## src/rtl/ahb_decoder_rdmux.sv

```systemverilog
// rtl/ahb_decoder_rdmux.sv - AHB address decoder, data-phase response multiplexer and default error slave
//
// Decodes the address-phase HADDR[31:24] into one-hot slave selects. Registers the
// selected slave into the data phase and routes that slave's read data, ready and
// response back to the masters. Unmapped NONSEQ/SEQ transfers are answered by an
// internal default slave with the two-cycle AHB ERROR response.
//
// Ports:
//   CLK                      bus clock, all state on the rising edge
//   RESET                    asynchronous, active-high reset
//   HADDR[31:0], HTRANS[1:0] address-phase address and transfer type
//   HSEL0..HSEL3             address-phase slave selects (one-hot or all zero)
//   HRDATA0..3, HREADYOUT0..3, HRESP0..3   per-slave data-phase responses
//   HRDATA, HREADY, HRESP    multiplexed data-phase response to the masters
module ahb_decoder_rdmux #(
    parameter logic [7:0] S0_PREFIX = 8'h00,
    parameter logic [7:0] S1_PREFIX = 8'h20,
    parameter logic [7:0] S2_PREFIX = 8'h40,
    parameter logic [7:0] S3_PREFIX = 8'h60
) (
    input  logic        CLK,
    input  logic        RESET,
    input  logic [31:0] HADDR,
    input  logic [1:0]  HTRANS,
    output logic        HSEL0,
    output logic        HSEL1,
    output logic        HSEL2,
    output logic        HSEL3,
    input  logic [31:0] HRDATA0,
    input  logic [31:0] HRDATA1,
    input  logic [31:0] HRDATA2,
    input  logic [31:0] HRDATA3,
    input  logic        HREADYOUT0,
    input  logic        HREADYOUT1,
    input  logic        HREADYOUT2,
    input  logic        HREADYOUT3,
    input  logic [1:0]  HRESP0,
    input  logic [1:0]  HRESP1,
    input  logic [1:0]  HRESP2,
    input  logic [1:0]  HRESP3,
    output logic [31:0] HRDATA,
    output logic        HREADY,
    output logic [1:0]  HRESP
);

    localparam logic [2:0] SEL_DEF    = 3'd4;
    localparam logic [1:0] RESP_OKAY  = 2'b00;
    localparam logic [1:0] RESP_ERROR = 2'b01;

    typedef enum logic [1:0] {
        DS_IDLE,
        DS_ERR1,
        DS_ERR2
    } ds_state_t;

    logic [7:0] prefix;
    logic [2:0] dec_sel;
    logic       dec_default;
    logic       def_accept;
    logic [2:0] sel_q;
    ds_state_t  ds_state;
    logic       def_ready;
    logic [1:0] def_resp;

    // Only the top address byte and HTRANS[1] take part in decoding.
    logic unused_inputs;
    assign unused_inputs = &{1'b0, HADDR[23:0], HTRANS[0]};

    assign prefix = HADDR[31:24];

    // Priority decode: the lowest matching slave index wins when prefixes overlap.
    always_comb begin
        dec_sel = SEL_DEF;
        if (prefix == S0_PREFIX) begin
            dec_sel = 3'd0;
        end else if (prefix == S1_PREFIX) begin
            dec_sel = 3'd1;
        end else if (prefix == S2_PREFIX) begin
            dec_sel = 3'd2;
        end else if (prefix == S3_PREFIX) begin
            dec_sel = 3'd3;
        end
    end

    // Selects ignore HTRANS; slaves qualify the transfer type themselves.
    assign HSEL0 = (dec_sel == 3'd0);
    assign HSEL1 = (dec_sel == 3'd1);
    assign HSEL2 = (dec_sel == 3'd2);
    assign HSEL3 = (dec_sel == 3'd3);

    assign dec_default = (dec_sel == SEL_DEF);

    // An active (NONSEQ/SEQ) unmapped transfer is accepted only on a completing cycle.
    assign def_accept = HREADY && dec_default && HTRANS[1];

    // Data-phase select follows the address phase only when the bus is ready.
    always_ff @(posedge CLK or posedge RESET) begin
        if (RESET) begin
            sel_q <= SEL_DEF;
        end else if (HREADY) begin
            sel_q <= dec_sel;
        end
    end

    // Default slave: ERROR with wait state, then ERROR with ready. A new unmapped
    // transfer accepted on the second cycle restarts the sequence immediately.
    always_ff @(posedge CLK or posedge RESET) begin
        if (RESET) begin
            ds_state  <= DS_IDLE;
            def_ready <= 1'b1;
            def_resp  <= RESP_OKAY;
        end else begin
            case (ds_state)
                DS_IDLE: begin
                    if (def_accept) begin
                        ds_state  <= DS_ERR1;
                        def_ready <= 1'b0;
                        def_resp  <= RESP_ERROR;
                    end
                end
                DS_ERR1: begin
                    ds_state  <= DS_ERR2;
                    def_ready <= 1'b1;
                    def_resp  <= RESP_ERROR;
                end
                DS_ERR2: begin
                    if (def_accept) begin
                        ds_state  <= DS_ERR1;
                        def_ready <= 1'b0;
                        def_resp  <= RESP_ERROR;
                    end else begin
                        ds_state  <= DS_IDLE;
                        def_ready <= 1'b1;
                        def_resp  <= RESP_OKAY;
                    end
                end
                default: begin
                    ds_state  <= DS_IDLE;
                    def_ready <= 1'b1;
                    def_resp  <= RESP_OKAY;
                end
            endcase
        end
    end

    // Return path is purely combinational from the data-phase select.
    always_comb begin
        HRDATA = 32'h0;
        HREADY = def_ready;
        HRESP  = def_resp;
        case (sel_q)
            3'd0: begin
                HRDATA = HRDATA0;
                HREADY = HREADYOUT0;
                HRESP  = HRESP0;
            end
            3'd1: begin
                HRDATA = HRDATA1;
                HREADY = HREADYOUT1;
                HRESP  = HRESP1;
            end
            3'd2: begin
                HRDATA = HRDATA2;
                HREADY = HREADYOUT2;
                HRESP  = HRESP2;
            end
            3'd3: begin
                HRDATA = HRDATA3;
                HREADY = HREADYOUT3;
                HRESP  = HRESP3;
            end
            default: begin
                HRDATA = 32'h0;
                HREADY = def_ready;
                HRESP  = def_resp;
            end
        endcase
    end

endmodule
```

## config.mk

```make
export PLATFORM = sky130hd
export DESIGN_NAME = ahb_decoder_rdmux
export DESIGN_NICKNAME = d
export VERILOG_FILES = /design/src/rtl/ahb_decoder_rdmux.sv
export SDC_FILE = /design/constraint.sdc
export NUM_CORES = 1
export LEC_CHECK = 0
export CORE_MARGIN = 5
export CORE_UTILIZATION = 24
export DETAILED_ROUTE_END_ITERATION = 8
export PLACE_DENSITY = 0.87
export SYNTH_ARGS = -nofsm -noshare
export SYNTH_HDL_FRONTEND = slang
export SYNTH_SLANG_ARGS = --single-unit
```

## constraint.sdc

```tcl
create_clock -name CLK -period 2.01 [get_ports CLK]
set_clock_uncertainty 0.1 [all_clocks]
set_input_delay 0.5025 -clock CLK [delete_from_list [all_inputs] [get_ports CLK]]
set_output_delay 0.5025 -clock CLK [all_outputs]
set_load 0.02 [all_outputs]
```

* After elaboration in Yosys (flattened, before gate mapping)
Index checks and enable logic that the tools add are counted.
Word-level totals: output and inout bits 39, memories kept 0, register bits after elaboration 8, word-level logic and storage cells 37, bits in latches 0, input bits 176, ROM bits 0, bits in writable memories 0
Operators by class: $lt $le $gt $ge 0, bitwise operators 0, mux-type cells 14, shift-type cells 0, reductions and logical operators 6, multipliers 0, eq/ne operators 13, add/subtract/negate cells 0, divide/modulo/power cells 0
Operators by type and width (count):
- 32-bit case mux with 4 select lines | 1
- 8-bit by 7-bit equality test with 1-bit output, second input constant | 2
- 3-bit by 2-bit equality test with 1-bit output, second input constant | 4
- 3-bit two-way mux | 4
- 2-bit case mux with 3 select lines | 2
- 8-bit by 6-bit equality test with 1-bit output, second input constant | 1
- 8-bit zero test | 1
- 2-bit case mux with 4 select lines | 1
- 3-bit by 1-bit equality test with 1-bit output, second input constant | 2
- 3-bit zero test | 2
- 1-bit case mux with 4 select lines | 1
- 3-bit equality test, second input constant | 1
- 1-bit two-way mux | 3
- 2-bit by 1-bit equality test with 1-bit output, second input constant | 1
- 2-bit equality test, second input constant | 1
- 1-bit logical AND | 2
- 2-bit zero test | 1
- 2-bit two-way mux | 1
- 2-bit != test, second input constant | 1
- 1-bit case mux with 2 select lines | 1

* Longest topological paths before layout
Gate-level depths: netlist of the first run.
depth after elaboration 10, mapped depth 5, depth with buffers taken out 3

* Worst setup path after synthesis of the first run
Ideal clock, no wire load.
path kind input -> output, from input port HADDR[25], to output port HSEL1, required time 1.407 ns, path buffers 0, slack -0.177 ns, stages 3, arrival 1.585 ns, path through nor4_1 > nand2_1 > nor3b_1
Between the ends: longest elaborated chain between the ends 6, elaborated cells between the ends (all ways) 9, those cells by class eq/ne (4); mux (4); reduce/logical (1)
RTL lines:
- from (decl) | RTL line 23 | input logic [31:0] HADDR,
- 8-bit by 7-bit equality test with 1-bit output | RTL line 80 | end else if (prefix == S3_PREFIX) begin
- 3-bit two-way mux | RTL line 80
- 3-bit two-way mux | RTL line 78 | end else if (prefix == S2_PREFIX) begin
- 3-bit two-way mux | RTL line 76 | end else if (prefix == S1_PREFIX) begin
- 3-bit two-way mux (*) | RTL line 74 | if (prefix == S0_PREFIX) begin
- 3-bit by 1-bit equality test with 1-bit output (*) | RTL line 87 | assign HSEL1 = (dec_sel == 3'd1);
- to (decl) | RTL line 26 | output logic HSEL1,
Every way passes the cells marked *; elsewhere a longest branch is shown, timed or not.

* Worst setup path in the final report of the first run
from register sel_q[0], to output port HRDATA[22]
Between the ends: longest elaborated chain between the ends 2, elaborated cells between the ends (all ways) 5, those cells by class eq/ne (3); mux (1); reduce/logical (1)
RTL lines:
- from (decl) | RTL line 60 | logic [2:0] sel_q;
- from (signal assigned) | RTL line 101 | sel_q <= dec_sel;
- 3-bit by 2-bit equality test with 1-bit output (tied with other cells) | RTL line 151 | case (sel_q)
- 32-bit case mux with 4 select lines (*) | RTL line 151
- to (decl) | RTL line 41 | output logic [31:0] HRDATA,
Marked as above.

==> results of run 1 <==
==> worst min path at each step <==
stage	startpoint	to	slack [ns]	depth (start not counted)
after floorplan	RESET	def_resp[0]	0.20	1
after global placement	ds_state[1]	ds_state[1]	0.34	1
after detailed placement	ds_state[1]	ds_state[1]	0.37	1
after CTS	ds_state[1]	ds_state[1]	0.38	1
after global routing	ds_state[1]	ds_state[1]	0.41	1
final	ds_state[1]	ds_state[1]	0.37	1
==> flip-flops by register name, indices dropped and copies added, names as in the netlist <==
register and cells:
sel_q 3, ds_state 2, def_ready 1, def_resp 1
==> power groups by stage <==
stage          logic (mW)  clock network, mW  registers, mW
2_1_floorplan      0.0611                  0          0.144
3_3_place_gp        0.355                  0          0.144
3_5_place_dp        0.365                  0          0.144
4_1_cts             0.324              0.198          0.142
5_1_grt             0.350              0.209          0.142
6_report            0.328              0.194          0.142
==> stage by stage <==
| step | TNS (ns) | std cells | power, mW | util | setup slack, ns |
|---|---|---|---|---|---|
| after floorplan | 0 | 123 | 0.2047 | - | 0.02777 |
| after global placement | -25.67 | 394 | 0.4984 | 0.6044 | -0.8457 |
| after detailed placement | -26.39 | 394 | 0.5085 | 0.6044 | -0.8703 |
| after CTS | -9.805 | 410 | 0.6649 | 0.6266 | -0.4189 |
| after global routing | -11.35 | 422 | 0.7003 | 0.6475 | -0.3741 |
| final | -9.300 | 422 | 0.6642 | 0.6475 | -0.3310 |
==> repair_timing <==
action                     CTS  global route
pin swaps                   26             6
setup endpoints to repair   39            39
gates resized for setup    335            15
buffers inserted            12            13
==> placed cells by master, fill, tap and decap left out, types with 10 or more instances in the layout <==
master / count
dlygate4sd2_1: 75
and2_1: 10
buf_4: 35
buf_6: 33
and2_4: 24
buf_2: 10
mux4_2: 34
clkdlybuf4s50_1: 69
==> logic make-up (layout without fill, tap and decap cells) <==
kind of cell | count (synthesis) | in the layout
simple gates | 56 | 56
mux | 37 | 37
buf+inv | 15 | 238
compound gates | 8 | 8
flops | 7 | 7
other cells | 0 | 1
==> per-layer routing <==
layer	part of all wire	wire, um
met2	0.53	4022
met1	0.33	2489
met4	0.024	184
met3	0.12	876
met5	0	0
==> critical path: cells and delay by family, from the launching register on <==
kind                   cells  cell delay [ns]
buffers and inverters      3             0.43
flip-flops                 1             0.41
multiplexers               1             0.48
AND/OR/NAND/NOR            1             0.17
==> final cells by class <==
cell class / count / area, sq um
Timing Repair Buffer: 230 / 2163
Fill cell: 480 / 2087
Multi-Input combinational cell: 101 / 1335
Sequential cell: 7 / 178.9
Tap cell: 75 / 93.84
Clock buffer: 4 / 45.04
Inverter: 4 / 15.01
Antenna cell: 1 / 2.502
==> summary.md, run 1 <==
| Metric | Value |
|---|---|
| Sw Ratio | `0.1899` |
| Post-Synth Simple-Gate Area | `0.2254` |
| Vias in the first global route | `2286` |
| Worst-path fanout max | `14` |
| Final Critical Period | `2.341 ns` |
| Xor-xnor portion of the synthesized cell area | `0` |
| Slew headroom | `0.8019` |
| Tcrit/Tclk final | `1.165` |
| Main synth FF type | `dfrtp_1` |
| CTS Buffer Depth | `2` |
| Failing checks | `negative setup slack` |
| Pin count of the biggest net entering global routing | `24` |
| WL final | `7.573 mm` |
| Outcome | `finished with violations` |
| Yosys cell types | `29` |
| Core area | `5921 sq um` |
| Met3 Use GR | `0.04892` |
| Die Area | `7744 sq um` |
| Crit-path slowest cell | `mux4_2` |
| Max Clock Freq | `427.2 MHz` |
| First-pass detailed-route iteration total | `4` |
| Combinational Power Share | `0.494` |
| Max VDD drop | `0.3169 mV` |
| Ranking of synthesized cells by area | `mux4_2, and2_1, dfrtp_1` |
| GPL Wtd Cong | `0.7968` |
| Setup slack, reg-to-reg | `0.35 ns` |
| Post-synthesis adder-cell area fraction | `0` |
| Vias/cell | `4.815` |
| List of most frequent post-synthesis cells | `and2_1, mux4_2, buf_2, dfrtp_1` |
| DIE HEIGHT | `88 um` |
| Post-Syn Area | `1460 sq um` |
| First-pass GRT wire length | `10.87 mm` |
| Syn nets | `299` |
| Num CTS Buffers | `3` |
| Internal power | `538.0 uW` |
| Critical path capture point type | `primary output` |
| Final WS setup | `-0.3310 ns` |
| Drt wl/cell | `17.95 um` |
| Worst path max stage delay | `0.48 ns` |
| Tot GR Track Use | `0.1788` |
| Pins Over Slew Limit | `0` |
| Initial Utilization | `0.2466` |
| Residual DRC | `0` |
| Total clock sinks | `7` |
| Post-route cell area | `3834 sq um` |
| #FFs+latches synth | `7` |
| Vias | `2032` |
| Clock root buffer | `clkbuf_8` |
| Multiplexer share of the synthesized area | `0.5458` |
| Worst R2R End | `sel_q[1]` |
| Reg2Reg Depth | `5` |
| WHS | `0.3652 ns` |
| Post-synth EDFFs | `0` |
| Clock share of power | `0.292` |
| Clock-pin slew on the worst setup and hold paths | `0.04 ns` |
| Capture point of the critical path | `HRDATA[22]` |
| Slew @ Worst Pin | `0.2914 ns` |
| Dpl hpwl | `6.185 mm` |
| PortBufs | `189` |
| Share of cells above drive strength 1 | `0.4682` |
| Flop pwr share | `0.214` |
| Sequential area share after synthesis | `0.1217` |
| Main combinational cell family by area after synthesis | `multiplexers` |
| Worst EP arrival | `1.74 ns` |
| Power Density | `173.2 nW/um^2` |
| Post-Synthesis Cells | `123` |
| Num rows | `28` |
| TritonCTS clock tree | `yes` |
| RSZ-0062 raised after global routing | `yes` |
| Mean Syn Cell Area | `11.87 sq um` |
| Placed cell areas | `3578 sq um` |
| FF-to-FF Start | `sel_q[0]` |
| Area grow syn2layout | `162.6%` |
| Final ANT Viol Nets | `0` |
| Hold Vio Cnt, Final | `0` |
| GRT overflow | `0` |
| Startpoint Class | `register` |
| Most Crowded Layer GR | `met2` |
| Fin nets | `523` |
| Initial antenna violation count | `1` |
| Synth top area share | `0.5244` |
| Data required time at the worst endpoint | `1.41 ns` |
| Async SR Flop Fraction | `1.000` |
| Yosys warns | `0` |
| Met1 GRT Util | `0.1857` |
| Met2 GRT Util | `0.3459` |
| Synth Area in Compound Gates | `0.04884` |
| Worst-Skew Late Latency | `0.22 ns` |
| # hold bufs at CTS | `0` |
| CP cell instances | `buf_12, buf_4, mux4_2, and2_1, buf_2` |
| Pleak | `1.739 nW` |
| I/O pins | `215` |
| Iteration-0 DRC Markers | `54` |
| Worst Setup Path Type | `register to primary output` |
| Critical path launch point | `sel_q[0]` |
| Switching power | `126.1 uW` |
| Die X | `88 um` |
| Max cap viols | `0` |
| H-tree depth | `1` |
| Worst hold path class | `register to register` |
| Synth area leader | `mux4_2` |
| Final Setup Violations | `37` |
Power figures use the tool's default switching activity.
==> inputs of run 2 (changes only) <==
--- a/config.mk
+++ b/config.mk
@@ -5,6 +5,7 @@
 export SDC_FILE = /design/constraint.sdc
 export NUM_CORES = 1
 export LEC_CHECK = 0
+export CAP_MARGIN = 20
 export CORE_MARGIN = 5
 export CORE_UTILIZATION = 24
 export DETAILED_ROUTE_END_ITERATION = 8
==> results of run 2 <==
Same layout as run 1: the final DEF is identical, and so are final timing and power.
==> inputs of run 3 (changes only) <==
--- a/config.mk
+++ b/config.mk
@@ -5,11 +5,13 @@
 export SDC_FILE = /design/constraint.sdc
 export NUM_CORES = 1
 export LEC_CHECK = 0
+export ABC_AREA = 1
 export CAP_MARGIN = 20
-export CORE_MARGIN = 5
-export CORE_UTILIZATION = 24
+export CORE_AREA = 5 5 81 83
 export DETAILED_ROUTE_END_ITERATION = 8
-export PLACE_DENSITY = 0.87
+export DIE_AREA = 0 0 86 88
+export DONT_BUFFER_PORTS = 1
+export PLACE_DENSITY = 0.44
 export SYNTH_ARGS = -nofsm -noshare
 export SYNTH_HDL_FRONTEND = slang
 export SYNTH_SLANG_ARGS = --single-unit
==> constraint.sdc (replaced) <==
create_clock -name CLK -period 2.01 [get_ports CLK]
set_clock_uncertainty 0.1 [all_clocks]
set_input_delay 0.603 -clock CLK [delete_from_list [all_inputs] [get_ports CLK]]
set_output_delay 0.603 -clock CLK [all_outputs]
set_load 0.02 [all_outputs]
==> run 3 against run 2 <==
Register-to-register slack better by 0.08 ns. Non-clock buffer count fell by 160. Clock-buffer cell count is the same. First-iteration DRC count grew to 3.5 times the previous value. Largest power group unchanged. Clock power is essentially flat. Via count up 13%. Worst setup slack gained 0.13 ns. Routed wire length up 6.3%. Critical path depth did not move. The flow still finishes with violations (negative setup slack).
==> summary.md, run 3 <==
| Metric | Value |
|---|---|
| Worst-path fanout max | `7 (was 14)` |
| Clock root buffer | `clkbuf_8 (unchanged)` |
| Vias/cell | `6.079 (was 4.815)` |
| CTS Buffer Depth | `2 (unchanged)` |
| I/O pins | `215 (unchanged)` |
| Slew @ Worst Pin | `0.3189 ns (was 0.2914 ns)` |
| Post-synth EDFFs | `0 (unchanged)` |
| Main synth FF type | `dfrtp_1 (unchanged)` |
| #FFs+latches synth | `7 (unchanged)` |
| Async SR Flop Fraction | `1.000 (unchanged)` |
| First-pass detailed-route iteration total | `4 (unchanged)` |
| Hold Vio Cnt, Final | `0 (unchanged)` |
| PortBufs | `0 (was 189)` |
| Mean Syn Cell Area | `5.949 sq um (was 11.87 sq um)` |
| Yosys cell types | `23 (was 29)` |
| Placed cell areas | `2022 sq um (was 3578 sq um)` |
| Clock-pin slew on the worst setup and hold paths | `0.04 ns (about the same)` |
| Post-Syn Area | `1529 sq um (was 1460 sq um)` |
| List of most frequent post-synthesis cells | `nand3_1, inv_1, nand4_1 (was and2_1, mux4_2, buf_2, dfrtp_1)` |
| Most frequent cells in the layout | `nand3_1, buf_4, inv_1 (was dlygate4sd2_1, clkdlybuf4s50_1, buf_4)` |
| Tcrit/Tclk final | `1.099 (was 1.165)` |
| Area grow syn2layout | `61.46% (was 162.6%)` |
| Final core occ | `0.4271 (was 0.6475)` |
| Pins Over Slew Limit | `0 (unchanged)` |
| WL final | `8.051 mm (was 7.573 mm)` |
| Synth top area share | `0.2324 (was 0.5244)` |
| Pin count of the biggest net entering global routing | `38 (was 24)` |
| Post-route cell area | `2469 sq um (was 3834 sq um)` |
| # hold bufs at CTS | `0 (unchanged)` |
| Num CTS Buffers | `3 (unchanged)` |
| Placed insts | `361 (was 394)` |
| Synth area leader | `nand3_1 (was mux4_2)` |
| First-pass GRT wire length | `10.46 mm (was 10.87 mm)` |
| Dpl hpwl | `5.433 mm (was 6.185 mm)` |
| Vias in the first global route | `2054 (was 2286)` |
| Initial Utilization | `0.2645 (was 0.2466)` |
| RSZ-0062 raised after global routing | `yes (unchanged)` |
| Worst EP arrival | `1.51 ns (was 1.74 ns)` |
| Yosys warns | `0 (unchanged)` |
| Syn nets | `433 (was 299)` |
| Failing checks | `negative setup slack (unchanged)` |
| Startpoint Class | `register (unchanged)` |
| Iteration-0 DRC Markers | `188 (was 54)` |
| Max VDD drop | `0.3656 mV (was 0.3169 mV)` |
| Critical path capture point type | `primary output (unchanged)` |
| GPL Wtd Cong | `0.7627 (was 0.7968)` |
| Outcome | `finished with violations (unchanged)` |
| Tot GR Track Use | `0.1704 (was 0.1788)` |
| Cell Count, Final, Fillers Out | `378 (was 422)` |
| Pre-CTS worst setup slack | `0.01455 ns (was -0.8703 ns)` |
| GRT overflow | `0 (unchanged)` |
| Die X | `86 um (was 88 um)` |
| Initial antenna violation count | `0 (was 1)` |
| Worst-Skew Late Latency | `0.23 ns (was 0.22 ns)` |
| Data required time at the worst endpoint | `1.31 ns (was 1.41 ns)` |
| Share of cells above drive strength 1 | `0.3432 (was 0.4682)` |
| Final Critical Period | `2.209 ns (was 2.341 ns)` |
| Core area | `5781 sq um (was 5921 sq um)` |
| Pleak | `1.073 nW (was 1.739 nW)` |
| Fin nets | `480 (was 523)` |
| Worst Setup Path Type | `register to primary output (unchanged)` |
| Power Density | `806.3 nW/um^2 (was 173.2 nW/um^2)` |
| DIE HEIGHT | `88 um (unchanged)` |
| CP cell instances | `buf_12, nand3_4, buf_12, o2111ai_1, buf_4 (was buf_12, buf_4, mux4_2, and2_1, buf_2)` |
| Reg2Reg Depth | `9 (was 5)` |
| Num rows | `28 (unchanged)` |
| Regs by FF count | `sel_q (3), ds_state (2) (unchanged)` |
| Sequential area share after synthesis | `0.1162 (was 0.1217)` |
| Max Clock Freq | `452.8 MHz (was 427.2 MHz)` |
| Crit-path slowest cell | `dfrtp_2 (was mux4_2)` |
| Final Setup Violations | `35 (was 37)` |
| Count leader, synth | `nand3_1` |
| Ranking of synthesized cells by area | `nand3_1, o2111ai_1, nand4_1 (was mux4_2, and2_1, dfrtp_1)` |
| Filler cell count | `613 (was 480)` |
| Max FFs per register | `3 (unchanged)` |
| Final ANT Viol Nets | `0 (unchanged)` |
| Final WS setup | `-0.1987 ns (was -0.3310 ns)` |
| Residual DRC | `0 (unchanged)` |
| Drt wl/cell | `21.30 um (was 17.95 um)` |
| Top reg by flops | `sel_q (unchanged)` |
| H-tree depth | `1 (unchanged)` |
| Antenna cell count | `0 (was 1)` |
| CP most frequent cell | `buf_12` |
| Max cap viols | `0 (unchanged)` |
| Worst hold path class | `input pin to asynchronous set/reset pin (was register to register)` |
| Worst path max stage delay | `0.42 ns (was 0.48 ns)` |
| Slew headroom | `0.7877 (was 0.8019)` |
| Total clock sinks | `7 (unchanged)` |
| Commonest non-fill, non-tap cell in the layout | `nand3_1 (was dlygate4sd2_1)` |
| Vias | `2298 (was 2032)` |
| TritonCTS clock tree | `yes (unchanged)` |
| Post-Synthesis Cells | `257 (was 123)` |
| Die Area | `7568 sq um (was 7744 sq um)` |
run 3: cell types whose count changed after synthesis, sizes merged, moves of 3 or more:
cell / delta
inv: +41
nor2: +9
o2111ai: +32
nor2b: -3
clkbuf: +15
nand3: +70
mux4: -34
and2: -34
nand2: +4
nand4: +40
run 3: worst max-delay path: cells and delay by family, from the launching register on:
family                 cells  cell delay [ns]
AO/OA/AOI/OAI              1             0.21
buffers and inverters      3             0.49
flip-flops                 1             0.42
AND/OR/NAND/NOR            1             0.14
run 3: worst paths after layout:
path                            slack (ns)        start     endpoint
worst max-delay path                 -0.20     sel_q[1]   HRDATA[23]
min in group CLK                      0.35  ds_state[1]  ds_state[1]
worst min register to register        0.35  ds_state[1]  ds_state[1]
worst max register to register        0.43     sel_q[0]    def_ready
worst min-delay path                  0.09        RESET     sel_q[0]
max in group asynchronous             1.45        RESET    def_ready
run 3: routing by layer:
metal	routed length [um]	GRT usage
met1	3066	0.1955
met2	4114	0.3076
met3	742	0.04327
met4	128	0.05612
met5	0	0
run 3: where the power goes:
part           total (mW)  internal [mW]  switching (mW)
Clock               0.197          0.137          0.0603
Combinational        1.55          0.663           0.884
Sequential          0.246          0.201          0.0455
run 3: through the flow:
stage	setup TNS [ns]	hold WS, ns	total power [mW]
2_1_floorplan	-0.06995	0.3049	1.081
3_3_place_gp	0	0.3371	1.601
3_5_place_dp	0	0.3459	1.611
4_1_cts	-5.310	0.1039	1.849
5_1_grt	-7.901	0.1152	2.130
6_report	-5.663	0.09440	1.991
run 3: logic make-up (layout without fill, tap and decap cells):
kind of cell	Yosys count	after routing	share of synthesized area
AOI/OAI and AO/OA	41	41	0.2201
DFF	7	7	0.1162
buffers and inverters	73	119	0.1874
and+or+nand+nor	136	136	0.4763
run 3: cell type report:
| class | count | area [sq um] | share of cell area |
|---|---|---|---|
| clock buffer | 4 | 45.04 | 0.01825 |
| inverter | 45 | 178.9 | 0.07248 |
| multi-input combinational | 177 | 1174 | 0.4754 |
| sequential | 7 | 180.2 | 0.07299 |
| tap | 75 | 93.84 | 0.03801 |
| timing repair buffer | 70 | 797.0 | 0.3229 |
run 3: what timing repair did:
action	4_1_cts	5_1_grt
setup endpoints to repair	35	36
resized for setup	10	27
endpoints found under the hold margin	0	0
buffers inserted	0	5
pin swaps	0	5
cloned	1	7
